[src/rtl/led_pattern_pwm_if.sv]
// Control and status bundle between the LED pattern source and its controller.
// step_tick is a one-cycle strobe that marks a pattern step; there is no back-pressure.
interface led_pattern_pwm_if;
    logic [1:0] mode;
    logic [2:0] brightness;
    logic       pause;
    logic       step_tick;
    logic [7:0] pattern;
    logic [7:0] led_n;

    modport master (
        output mode, brightness, pause,
        input  step_tick, pattern, led_n
    );

    modport slave (
        input  mode, brightness, pause,
        output step_tick, pattern, led_n
    );
endinterface

[src/rtl/led_pattern_pwm.sv]
// LED pattern generator: count/scan/all-on/hold patterns stepped by a prescaler,
// gated by a 3-bit PWM and registered as an active-low drive vector.
module led_pattern_pwm #(
    parameter int CLK_HZ  = 12_000_000,
    parameter int STEP_HZ = 16
) (
    input  logic             clk_12mhz,
    input  logic             rst,
    led_pattern_pwm_if.slave bus
);
    localparam int DIV = CLK_HZ / STEP_HZ;
    localparam int PW  = $clog2(DIV);
    localparam logic [PW-1:0] RELOAD = PW'(DIV - 1);

    if (DIV < 2 || (CLK_HZ % STEP_HZ) != 0) begin : g_div_check
        $error("led_pattern_pwm: CLK_HZ/STEP_HZ must be an integer >= 2");
    end

    typedef enum logic [1:0] {
        MODE_COUNT = 2'd0,
        MODE_SCAN  = 2'd1,
        MODE_ALL   = 2'd2,
        MODE_HOLD  = 2'd3
    } mode_e;

    typedef enum logic {
        DIR_UP   = 1'b0,
        DIR_DOWN = 1'b1
    } dir_e;

    logic [PW-1:0] r_presc;
    logic          r_tick;
    logic [7:0]    r_pattern;
    logic [2:0]    r_scan_pos;
    dir_e          r_scan_dir;
    mode_e         r_mode_q;
    logic          r_restart;
    logic [2:0]    r_pwm_cnt;
    logic [2:0]    r_bright;
    logic [7:0]    r_led_n;

    logic [PW-1:0] w_presc_nxt;
    logic          w_tick_nxt;
    logic [7:0]    w_pattern_nxt;
    logic [2:0]    w_pos_nxt;
    dir_e          w_dir_nxt;
    logic [2:0]    w_pos_step;
    logic          w_mode_chg;
    logic          w_pwm_on;

    assign w_mode_chg = (bus.mode != r_mode_q);
    assign w_pwm_on   = (r_pwm_cnt <= r_bright);
    assign w_pos_step = (r_scan_dir == DIR_UP) ? r_scan_pos + 3'd1 : r_scan_pos - 3'd1;

    // A mode change detected this cycle drops any tick due now; the restart
    // itself is applied one cycle later using the freshly registered mode.
    always_comb begin
        w_presc_nxt   = r_presc;
        w_tick_nxt    = 1'b0;
        w_pattern_nxt = r_pattern;
        w_pos_nxt     = r_scan_pos;
        w_dir_nxt     = r_scan_dir;
        if (r_restart) begin
            w_presc_nxt = RELOAD;
            w_pos_nxt   = 3'd0;
            w_dir_nxt   = DIR_UP;
            case (r_mode_q)
                MODE_COUNT: w_pattern_nxt = 8'h00;
                MODE_SCAN:  w_pattern_nxt = 8'h01;
                MODE_ALL:   w_pattern_nxt = 8'hFF;
                default:    w_pattern_nxt = r_pattern;
            endcase
        end else begin
            if (!bus.pause) begin
                if (r_presc == '0) begin
                    w_presc_nxt = RELOAD;
                    w_tick_nxt  = !w_mode_chg;
                end else begin
                    w_presc_nxt = r_presc - PW'(1);
                end
            end
            if (r_tick) begin
                case (r_mode_q)
                    MODE_COUNT: w_pattern_nxt = r_pattern + 8'd1;
                    MODE_SCAN: begin
                        w_pos_nxt     = w_pos_step;
                        w_pattern_nxt = 8'd1 << w_pos_step;
                        if (w_pos_step == 3'd7) begin
                            w_dir_nxt = DIR_DOWN;
                        end else if (w_pos_step == 3'd0) begin
                            w_dir_nxt = DIR_UP;
                        end
                    end
                    MODE_ALL:   w_pattern_nxt = 8'hFF;
                    default:    w_pattern_nxt = r_pattern;
                endcase
            end
        end
    end

    always_ff @(posedge clk_12mhz) begin
        if (rst) begin
            r_presc    <= RELOAD;
            r_tick     <= 1'b0;
            r_pattern  <= 8'h00;
            r_scan_pos <= 3'd0;
            r_scan_dir <= DIR_UP;
            r_mode_q   <= MODE_COUNT;
            r_restart  <= 1'b0;
            r_pwm_cnt  <= 3'd0;
            r_bright   <= 3'd0;
            r_led_n    <= 8'hFF;
        end else begin
            r_presc    <= w_presc_nxt;
            r_tick     <= w_tick_nxt;
            r_pattern  <= w_pattern_nxt;
            r_scan_pos <= w_pos_nxt;
            r_scan_dir <= w_dir_nxt;
            r_mode_q   <= mode_e'(bus.mode);
            r_restart  <= w_mode_chg;
            r_pwm_cnt  <= r_pwm_cnt + 3'd1;
            // Duty only changes at the period boundary so a window is never split.
            if (r_pwm_cnt == 3'd7) begin
                r_bright <= bus.brightness;
            end
            r_led_n    <= ~(r_pattern & {8{w_pwm_on}});
        end
    end

    assign bus.step_tick = r_tick;
    assign bus.pattern   = r_pattern;
    assign bus.led_n     = r_led_n;
endmodule

[src/flat_wrapper.sv]
// flat-port wrapper written by rule: the top's interface ports become plain ports
module led_pattern_pwm_flat 
#(
    parameter int CLK_HZ  = 12_000_000,
    parameter int STEP_HZ = 16
)
  (clk_12mhz, rst, bus_mode, bus_brightness, bus_pause, bus_step_tick, bus_pattern, bus_led_n);
  led_pattern_pwm_if bus_i ();
  input  logic clk_12mhz;
  input  logic rst;
  input wire logic [$bits(bus_i.mode)-1:0] bus_mode;
  input wire logic [$bits(bus_i.brightness)-1:0] bus_brightness;
  input wire logic [$bits(bus_i.pause)-1:0] bus_pause;
  output wire logic [$bits(bus_i.step_tick)-1:0] bus_step_tick;
  output wire logic [$bits(bus_i.pattern)-1:0] bus_pattern;
  output wire logic [$bits(bus_i.led_n)-1:0] bus_led_n;
  assign bus_i.mode = bus_mode;
  assign bus_i.brightness = bus_brightness;
  assign bus_i.pause = bus_pause;
  assign bus_step_tick = bus_i.step_tick;
  assign bus_pattern = bus_i.pattern;
  assign bus_led_n = bus_i.led_n;
  led_pattern_pwm #(.CLK_HZ(CLK_HZ), .STEP_HZ(STEP_HZ)) u_core (.clk_12mhz(clk_12mhz), .rst(rst), .bus(bus_i));
endmodule
[config.mk]
export PLATFORM = sky130hd
export DESIGN_NAME = led_pattern_pwm_flat
export DESIGN_NICKNAME = d
export VERILOG_FILES = /design/src/rtl/led_pattern_pwm_if.sv /design/src/rtl/led_pattern_pwm.sv /design/src/flat_wrapper.sv
export SDC_FILE = /design/constraint.sdc
export NUM_CORES = 1
export LEC_CHECK = 0
export BUFFER_PORTS_ARGS = -buffer_cell sky130_fd_sc_hd__buf_2
export CORE_AREA = 2 2 94 96
export CTS_BUF_LIST = sky130_fd_sc_hd__clkbuf_4
export DETAILED_ROUTE_END_ITERATION = 10
export DIE_AREA = 0 0 96 98
export PLACE_DENSITY = 0.56
export SYNTH_ARGS = -nofsm -noshare
export SYNTH_HDL_FRONTEND = slang
export SYNTH_SLANG_ARGS = --single-unit
[constraint.sdc]
create_clock -name clk_12mhz -period 2.12 [get_ports clk_12mhz]
set_input_delay 0.212 -clock clk_12mhz [delete_from_list [all_inputs] [get_ports clk_12mhz]]
set_output_delay 0.212 -clock clk_12mhz [all_outputs]
set_load 0.01 [all_outputs]
==> results of run 1 <==
==> layout make-up <==
cell class | count | share of cell area, %
well taps | 108 | 4.81
flip-flops and latches | 50 | 35.7
repair buffers | 30 | 5.88
inverters | 14 | 1.87
multi-input cells | 201 | 48.8
clock inverters | 1 | 1.07
clock buffers | 7 | 1.87
==> per-layer routing <==
| metal | track usage, % | wire length (microns) |
|---|---|---|
| met1 | 14.4 | 2440 |
| met2 | 18.2 | 2210 |
| met4 | 3.30 | 63 |
| met5 | 0 | 0 |
| met3 | 2.93 | 230 |
==> kinds of logic after synthesis <==
kind of cell,Yosys count,share of synthesized area [%]
AO/OA/AOI/OAI,53,13.8
buffers and inverters,24,4.00
AND/OR/NAND/NOR,114,25.9
adder cells (fa/ha/maj),17,8.91
multiplexers,4,1.67
flip-flops,50,40.5
XOR/XNOR,13,5.21
==> timing repair <==
item	in CTS	in global routing
endpoints found under the setup margin	0	1
resized for setup	0	1
hold endpoints to repair	0	0
==> registers in the layout, indices dropped and copies added (netlist names) <==
signal,count
u_core.r_presc,20
u_core.bus.led_n,8
u_core.bus.pattern,8
u_core.r_bright,3
u_core.r_pwm_cnt,3
u_core.r_scan_pos,3
u_core.r_mode_q,2
u_core.bus.step_tick,1
u_core.r_restart,1
u_core.r_scan_dir,1
==> critical path: cells and delay by family, from the launching register on <==
family          cells  cell delay (ns)
compound gates      1             0.15
simple gates        3             1.40
flops               1             0.35
==> cell usage in the layout, fill, tap and decap left out, drive strengths merged, types with 2 or more instances in the layout <==
master,n
inv,14
mux2i,3
clkbuf,7
nand2,15
dfxtp,50
a21oi,20
ha,16
xnor2,2
o31ai,6
nor2b,6
nor3,9
nor4,11
or3,10
or2,2
or4,7
nand4,2
buf,30
xor2,10
o21a,2
nor2,24
a31oi,6
nand3,14
nand3b,11
o21ai,11
==> how the worst min path moves through the flow <==
stage	slack, ns	to	cells after the start
after CTS	0.05	u_core.r_bright[2]	3
after detailed placement	0.43	u_core.bus.led_n[7]	1
after global placement	0.43	u_core.bus.led_n[7]	1
after global routing	0.05	u_core.r_bright[2]	3
final	0.07	u_core.r_bright[2]	3
after floorplan	0.34	u_core.r_presc[0]	2
==> where the power goes <==
| group | internal, mW | switching (mW) | total, mW |
|---|---|---|---|
| registers | 0.970 | 0.0360 | 1.01 |
| clock network | 0.276 | 0.299 | 0.575 |
| logic | 0.0849 | 0.119 | 0.203 |
| total | 1.33 | 0.453 | 1.78 |
==> out/results.tsv, run 1 <==
metric	value	unit
largest cells by area after synthesis	dfxtp_1 (40%), ha_1 (8.1%), a21oi_1 (4.0%)	
worst-case reg-to-reg path depth	4	
Final HPWL DP	3.63	mm
area taken by flip-flops and latches	1000	sq um
area enclosed by the die boundary	9410	sq um
Area growth, synth to finish	13.7	%
number of antenna violations at the first check in global routing	0	
Vias	2046	
actual transition at the worst max-transition pin	0.532	ns
post-route cell area	2810	sq um
clock-pin slew on the worst setup and hold paths	0.15	ns
area share of the leading cell type in the synthesized netlist	40.5	%
total area of multi-input combinational cells	1370	sq um
total power divided by cell area	635	nW/um^2
dominant register cell in the synthesized netlist	dfxtp_1	
setup violation total in the final timing report	0	
number of antenna repair diodes	0	
average wire length per cell after detail routing	12.0	microns
Final Wtd Congestion	0.814	
Slowest cell on crit path	or4_4	
maximum count of clock buffers along a single path	2	
latest clock arrival within the worst-skew pair	0.36	ns
first-pass GRT wire length	8.63	mm
routed wire length	4.94	mm
initial detailed-routing violation count	40	
proportion of synthesized chip area in sequential cells	40.5	%
Synth Instances	275	
number of synthesized flops with an enable pin	0	
worst clock skew on the final layout	0.0129	ns
Residual DRC	0	
num rows	34	
Crit Path Category	flip-flop to flip-flop	
count of input and output buffers	24	
most common cell in the synthesized netlist	dfxtp_1	
# IOs	25	
max-slew headroom at the worst pin	64.3	%
number of fill cells	919	
Max Clock Freq	512	MHz
asr flop ratio synth	0	%
FF-to-FF End	u_core.r_presc[18]	
starting density of the core	29.2	%
Max rail drop VDD	292	uV
largest fanout of any net on the critical path	5	
worst-case setup margin in the final layout	0.166	ns
CTS buffer count	5	
utilization after layout	33.2	%
vertical die dimension	98	microns
setup bufs post-CTS	0	
CTS sink count	50	
data arrival time at the worst-slack endpoint	2.25	ns
cells along the critical path	or4_4, or3_4, or4_1, a21oi_1	
placeable core area	8470	sq um
clock tree root buffer cell	clkbuf_4	
number of detailed-route iterations in the first pass	4	
outcome	finished clean	
final-stage net count	327	
critical path launch point type	flip-flop	
end point of the critical path	u_core.r_presc[18]	
TritonCTS clock tree	done	
post-place instance area	2730	sq um
fraction of layout cells with a size suffix above 1	17.2	%
crit path capture type	flip-flop	
vias per inst	4.98	
horizontal die dimension	96	microns
post-route clock period utilization	92.2	%
Hold/Removal Path Class	input pin to flip-flop	
vias in the first global route	1949	
CTS Hold Bufs	0	
Synth cell types	46	
Post-Route Setup TNS	0	ns
Crit. Startpoint	u_core.r_presc[14]	
R2R Setup Slk	0.17	ns
average footprint of a synthesized cell	8.99	sq um
combined global-route utilization of all metal layers	11.2	%
worst hold slack across all endpoints	0.0740	ns
number of max-slew violations in the final report	0	
cell type with the largest total area after synthesis	dfxtp_1	
sum of internal, switching and leakage power	1.78	mW
final critical-path required period	1.95	ns
maximum single-stage delay on the critical path	0.57	ns
synthesized cell area	2470	sq um
startpoint of the worst register-to-register path	u_core.r_presc[14]	
list of most frequent post-synthesis cells	dfxtp_1 (50), nor2_1 (24), a21oi_1 (20), ha_1 (16), nand2_1 (15)	
Crit path required time	2.41	ns
flops & latches, synth	50	
setup repair after global routing missed its margin	no	
number of nets produced by synthesis	300	
max capacitance violation total	0	
antenna violation net count after detailed routing	0	
final standard cell count with taps included and fillers excluded	411	
static leakage	1.01	nW
start point of the worst min-delay path	bus_brightness[2]	
Yosys Warn Count	0	
Final Hold Vio Count	0	
overflow left after global routing	0	
number of instances in the placed design	403	
largest net degree at the start of global routing	28	
CTS H-tree depth	2	
worst slack at placement	0.182	ns
Note: power is estimated with default switching activity, not from simulation.
==> run 2, diff against run 1 <==
--- a/config.mk
+++ b/config.mk
@@ -6,11 +6,11 @@
 export NUM_CORES = 1
 export LEC_CHECK = 0
 export BUFFER_PORTS_ARGS = -buffer_cell sky130_fd_sc_hd__buf_2
-export CORE_AREA = 2 2 94 96
+export CORE_AREA = 2 2 103 105
 export CTS_BUF_LIST = sky130_fd_sc_hd__clkbuf_4
 export DETAILED_ROUTE_END_ITERATION = 10
-export DIE_AREA = 0 0 96 98
-export PLACE_DENSITY = 0.56
+export DIE_AREA = 0 0 105 107
+export PLACE_DENSITY = 0.5
 export SYNTH_ARGS = -nofsm -noshare
 export SYNTH_HDL_FRONTEND = slang
 export SYNTH_SLANG_ARGS = --single-unit
==> out/results.tsv, run 2 (synthesis gave the netlist of run 1 again) <==
metric	value	unit
outcome	finished clean	
post-route clock period utilization	91.6	%
most frequent cells in the layout	dfxtp_1 (49), nor2_1 (24), buf_2 (24)	
routed wire length	5.09	mm
number of detailed-route iterations in the first pass	4	
commonest non-fill, non-tap cell in the layout	dfxtp_1	
combined global-route utilization of all metal layers	9.56	%
actual transition at the worst max-transition pin	0.527	ns
latest clock arrival within the worst-skew pair	0.36	ns
Final Wtd Congestion	0.755	
GR Layer Usage met2	16.3	%
# IOs	25	
clock tree root buffer cell	clkbuf_4	
placeable core area	10100	sq um
Max rail drop VDD	271	uV
met1 Usage GRT	11.8	%
crit path capture type	flip-flop	
count of input and output buffers	24	
largest net degree at the start of global routing	28	
overflow left after global routing	0	
vias per inst	4.62	
power share of the clock group	31.8	%
CTS buffer count	5	
setup violation total in the final timing report	0	
maximum count of clock buffers along a single path	2	
final critical-path required period	1.94	ns
Hold/Removal Path Class	input pin to flip-flop	
critical path launch point type	flip-flop	
Final Hold Vio Count	0	
Vias	2037	
data arrival time at the worst-slack endpoint	2.24	ns
Max Clock Freq	515	MHz
number of antenna violations at the first check in global routing	0	
setup repair after global routing missed its margin	no	
Post-Route Setup TNS	0	ns
horizontal die dimension	105	microns
proportion of total power due to net switching	26.0	%
area enclosed by the die boundary	11200	sq um
Area growth, synth to finish	15.7	%
number of fill cells	1109	
number of antenna repair diodes	0	
utilization after layout	28.3	%
worst clock skew on the final layout	0.0112	ns
CTS sink count	50	
Residual DRC	0	
total power divided by cell area	623	nW/um^2
vertical die dimension	107	microns
max-slew headroom at the worst pin	64.6	%
initial detailed-routing violation count	77	
Final HPWL DP	3.64	mm
TritonCTS clock tree	done	
Crit path required time	2.42	ns
register containing the most flip-flops in the final layout	u_core.r_presc	
max capacitance violation total	0	
max FFs per register	20	
average wire length per cell after detail routing	11.5	microns
relative contribution of combinational cells to total power	11.7	%
static leakage	1.02	nW
fraction of layout cells with a size suffix above 1	17.7	%
largest fanout of any net on the critical path	5	
vias in the first global route	1938	
antenna violation net count after detailed routing	0	
Crit Path Category	flip-flop to flip-flop	
num rows	37	
most utilized layer in the global route result	met2	
Pint	1.32	mW
first-pass GRT wire length	8.89	mm
CTS H-tree depth	2	
clock-pin slew on the worst setup and hold paths	0.15	ns
CTS Hold Bufs	0	
total net switching power	0.462	mW
starting density of the core	24.5	%
number of max-slew violations in the final report	0	
sequential power share	56.5	%
final-stage net count	329	
met3 track demand over resource	2.74	%
-- run 2: changes by cell type in the layout (fill, tap and decap cells not counted), sizes merged --
cell,before,now
clkinvlp,0,1
clkbuf,7,6
buf,30,32
-- run 2: layer usage --
metal / share of wire [%] / wire [microns]
met5: 0 / 0
met3: 4.5 / 228
met1: 49 / 2480
met4: 0.83 / 42
met2: 46 / 2330
-- run 2: worst paths after layout --
path                                          start             endpoint  slack [ns]  depth (start not counted)
worst min-delay path              bus_brightness[2]   u_core.r_bright[2]        0.07                          3
worst max register to register   u_core.r_presc[14]   u_core.r_presc[18]        0.18                          4
worst max-delay path             u_core.r_presc[14]   u_core.r_presc[18]        0.18                          4
worst min register to register  u_core.r_pwm_cnt[0]  u_core.r_pwm_cnt[0]        0.46                          1
-- run 2: cell type report --
cell class                      instances  area (sq um)  share of cell area, %
Clock inverter                          2          37.5                   1.31
Sequential cell                        50          1000                   35.0
Inverter                               14          52.6                   1.84
Tap cell                              136           170                   5.95
Timing Repair Buffer                   32           180                   6.30
Clock buffer                            6          45.0                   1.57
Multi-Input combinational cell        201          1370                   48.0
-- run 2: repair_timing --
item	in CTS	in global routing
buffers inserted	0	0
endpoints found under the setup margin	0	2
gates resized for setup	0	1
-- run 2: per-stage QoR --
step | hold WS, ns | instances | power (mW) | instance area (sq um) | worst slack [ns]
after floorplan | 0.336 | 275 | 1.17 | 2470 | 0.252
after global placement | 0.431 | 433 | 1.23 | 2780 | 0.213
after detailed placement | 0.440 | 433 | 1.24 | 2780 | 0.188
after CTS | 0.0619 | 441 | 1.81 | 2860 | 0.168
after global routing | 0.0427 | 441 | 1.89 | 2860 | 0.0205
final | 0.0704 | 441 | 1.78 | 2860 | 0.177
-- run 2: power by group through the flow --
| stage | sequential, mW | clock (mW) | combinational (mW) |
|---|---|---|---|
| 6_report | 1.01 | 0.566 | 0.209 |
| 5_1_grt | 1.02 | 0.635 | 0.235 |
| 4_1_cts | 1.01 | 0.592 | 0.210 |
| 3_5_place_dp | 1.03 | 0 | 0.209 |
| 3_3_place_gp | 1.03 | 0 | 0.206 |
| 2_1_floorplan | 1.03 | 0 | 0.141 |
-- run 2: critical path, cell delays in order (launching register included) --
cell and delay [ns]:
dfxtp_1 0.35, or4_4 0.57, or3_4 0.35, or4_1 0.48, a21oi_1 0.14
